## src/rtl/para_decoder.sv

```systemverilog
// Binary-to-one-hot decoder with enable, range error flag and registered outputs.
// Optional PARA_DECODER_HOLD_EN: when enable is low, out/out_valid hold instead of clearing.
module para_decoder #(
   parameter int IN_WIDTH  = 2,
   parameter int OUT_WIDTH = 4
) (
   input  logic                 clk,
   input  logic                 rst,
   input  logic [IN_WIDTH-1:0]  in,
   input  logic                 enable,
   output logic [OUT_WIDTH-1:0] out,
   output logic                 out_valid,
   output logic                 range_err
);

   if (IN_WIDTH < 1 || IN_WIDTH > 16) begin : g_bad_in_width
      $error("para_decoder: IN_WIDTH=%0d outside 1..16", IN_WIDTH);
   end
   if (OUT_WIDTH < 1 || OUT_WIDTH > (1 << IN_WIDTH)) begin : g_bad_out_width
      $error("para_decoder: OUT_WIDTH=%0d outside 1..2**IN_WIDTH", OUT_WIDTH);
   end

   logic [OUT_WIDTH-1:0] dec;
   logic                 in_range;
   logic [OUT_WIDTH-1:0] out_d;
   logic                 valid_d;
   logic                 err_d;

   // Full-width unsigned compare; in is zero-extended so no index bits are dropped.
   assign in_range = (32'(in) < 32'(OUT_WIDTH));

   // Each line compares against its own index, so at most one line can match.
   always_comb begin
      dec = '0;
      for (int unsigned i = 0; i < OUT_WIDTH; i++) begin
         dec[i] = in_range && (32'(in) == i);
      end
   end

   always_comb begin
      out_d   = '0;
      valid_d = 1'b0;
      err_d   = 1'b0;
      if (enable) begin
         if (in_range) begin
            out_d   = dec;
            valid_d = 1'b1;
         end else begin
            err_d   = 1'b1;
         end
      end else begin
`ifdef PARA_DECODER_HOLD_EN
         out_d   = out;
         valid_d = out_valid;
`else
         out_d   = '0;
         valid_d = 1'b0;
`endif
      end
   end

   always_ff @(posedge clk or posedge rst) begin
      if (rst) begin
         out       <= '0;
         out_valid <= 1'b0;
         range_err <= 1'b0;
      end else begin
         out       <= out_d;
         out_valid <= valid_d;
         range_err <= err_d;
      end
   end

endmodule

```

## config.mk

```make
export PLATFORM = sky130hd
export DESIGN_NAME = para_decoder
export DESIGN_NICKNAME = d
export VERILOG_FILES = /design/src/rtl/para_decoder.sv
export SDC_FILE = /design/constraint.sdc
export NUM_CORES = 1
export LEC_CHECK = 0
export CORE_AREA = 10 10 47 49
export CTS_BUF_LIST = sky130_fd_sc_hd__clkbuf_16
export DETAILED_ROUTE_END_ITERATION = 10
export DIE_AREA = 0 0 57 59
export SLEW_MARGIN = 15
export SYNTH_ARGS = -nofsm -noshare
export SYNTH_HDL_FRONTEND = slang
export SYNTH_SLANG_ARGS = --single-unit
```

## constraint.sdc

```tcl
create_clock -name clk -period 1.1 [get_ports clk]
set_input_delay 0.33 -clock clk [delete_from_list [all_inputs] [get_ports clk]]
set_output_delay 0.33 -clock clk [all_outputs]
set_load 0.05 [all_outputs]
```

==> results.py <==
metrics = {
    "outcome": {
        "status": "completed",
    },
    "setup_path": {
        "worstPathArrival_ps": 770,
        "slowest_stage": "dfrtp_1",
        "end_kind": "output pin",
        "cp_cell_sequence": "buf_12",
        "setup.worst_path.class": "reg -> out",
        "start_kind": "flip-flop",
        "cp_slowest_stage_delay_ps": 390,
        "cp.required_ps": 770,
        "critical_path.max_fanout": 1,
        "crit_family": "flip-flops",
        "worst-path-buf-inv": 1,
    },
    "synth": {
        "synth.avg_cell_area_um2": 14.8,
        "synth_seq_cells": 5,
        "ys_types": 7,
        "ys_seq_area_share_pct": 70.4,
        "synth_area_leader_cell": "dfrtp_1",
        "synthTopCellsByArea": "dfrtp_1 70%, and3b_1 9.9%, nor3b_2 7.0%, and3_2 4.2%, buf_4 4.2%",
        "synth_cells": 12,
        "yosys_warnings": 0,
        "syn_nets": 17,
        "synth_top_area_share_pct": 70.4,
        "syn-cell-area_um2": 178,
    },
    "finish": {
        "final_cell_mix": "5 x dfrtp_1, 5 x buf_12, 4 x clkdlybuf4s50_1",
        "seqCellArea_um2": 125,
        "diodes": 0,
        "syn2layout_area_growth_pct": 135,
        "nets": 31,
        "final_util_pct": 29.7,
        "fillers": 153,
        "drive_above_1_share_pct": 44.0,
        "multi_input_area_um2": 41.3,
        "instances_no_fill": 41,
    },
    "sta": {
        "finalCritPeriodShare_pct": 99.7,
        "whs_ps": 304,
        "fin_tns_setup_ps": 0,
        "setup_violations": 0,
        "grt_setup_unrepaired": "true",
        "period_needed_ps": 1100,
        "slew_viol_final": 0,
        "fmax_mhz": 912,
        "hold_viol_final": 0,
    },
    "place": {
        "port_buffers": 9,
        "dp_cells": 37,
        "place_congestion": 0.686,
    },
    "power_and_ir_drop": {
        "p_leak_uw": 0.000202,
        "powerDensity_nw_per_um2": 2100,
        "power.total_uw": 877,
        "ir_drop_v": 0.000429,
    },
    "clock_network": {
        "cts_sinks": 5,
        "ctsHoldBuffers": 0,
        "clkTransAtPathRegs_ps": 30,
        "cts_tree": "done",
        "cts.path.max_buffers": 2,
        "cts-buffers-inserted": 3,
        "root_buffer": "clkbuf_16",
        "htreeDepth": 1,
        "post_cts_resized": 0,
    },
    "detailed_routing": {
        "first_iter_violations": 0,
        "first_pass_iters": 1,
        "antenna_left": 0,
        "avgViaCountPerCell": 3.15,
        "num_vias": 129,
        "route.detailed.drc": 0,
        "wl_per_cell_um": 10.8,
        "routed_wl_um": 442,
    },
    "floorplan": {
        "die_y_um": 59,
        "dieArea_um2": 3360,
        "std_cell_rows": 14,
        "pin_count": 11,
        "core_um2": 1400,
        "start_util_pct": 12.7,
        "die_w_um": 57,
    },
    "run": {
        "max_cap_violations": 0,
    },
    "worst_hold_path": {
        "hp-class": "in -> async",
    },
    "global_route": {
        "grt_pass1_vias": 168,
        "grt_pass1_wl_um": 759,
        "antenna_found_initial": 0,
        "track_usage_pct": 3.38,
        "grt_max_degree": 6,
        "grt.overflow.total": 0,
    },
}
-- per-stage QoR --
stage | setup WS (ps) | cell area [um2]
final | 3.30 | 417
after global routing | -16.7 | 417
after CTS | -2.92 | 417
after detailed placement | -68.6 | 338
after global placement | -33.0 | 338
after floorplan | 184 | 178
-- layout make-up --
cell class / instances / share of cell area [%]
Tap cell: 16 / 4.80
Clock inverter: 1 / 0.901
Inverter: 1 / 0.901
Clock buffer: 3 / 18.0
Sequential cell: 5 / 30.0
Multi-Input combinational cell: 5 / 9.91
Timing Repair Buffer: 10 / 35.4
-- cells in the mapped netlist --
cell type,number
buf_4,1
and3_2,1
inv_1,1
conb_1,1
and3b_1,2
dfrtp_1,5
nor3b_2,1
-- metal layers --
metal	vias to the layer above	GRT usage [%]	wire, um
met5	-	0	0
li1	61	-	-
met1	55	2.26	157
met3	0	4.72	112
met2	13	3.88	172
met4	0	4.03	0
-- flip-flops by register name, indices dropped and copies added, names as in the netlist --
name / cells
out: 4
out_valid: 1
-- timing repair --
item / CTS / global route
endpoints found under the setup margin: 2 / 5
pin swaps: 0 / 0
buffers inserted: 0 / 0
-- cell families after synthesis --
family / synth area share (%)
flops: 70.4
simple gates: 21.1
buf+inv: 6.34
other cells: 2.11
-- where the power goes --
group          internal [uW]  switching, uW  total (uW)
combinational           48.0           49.3        97.4
sequential               193           5.97         199
clock                    470            111         581
-- worst paths after layout --
check / to / depth (start not counted) / from / slack [ps]
setup / recovery: out[0] / 1 / out[0] / 3
hold / removal: out[0] / 2 / rst / 300
max in group asynchronous: out[2] / 2 / rst / 640
min in group clk: out_valid / 1 / enable / 650
No activity file was read; power rests on OpenSTA's default activity.
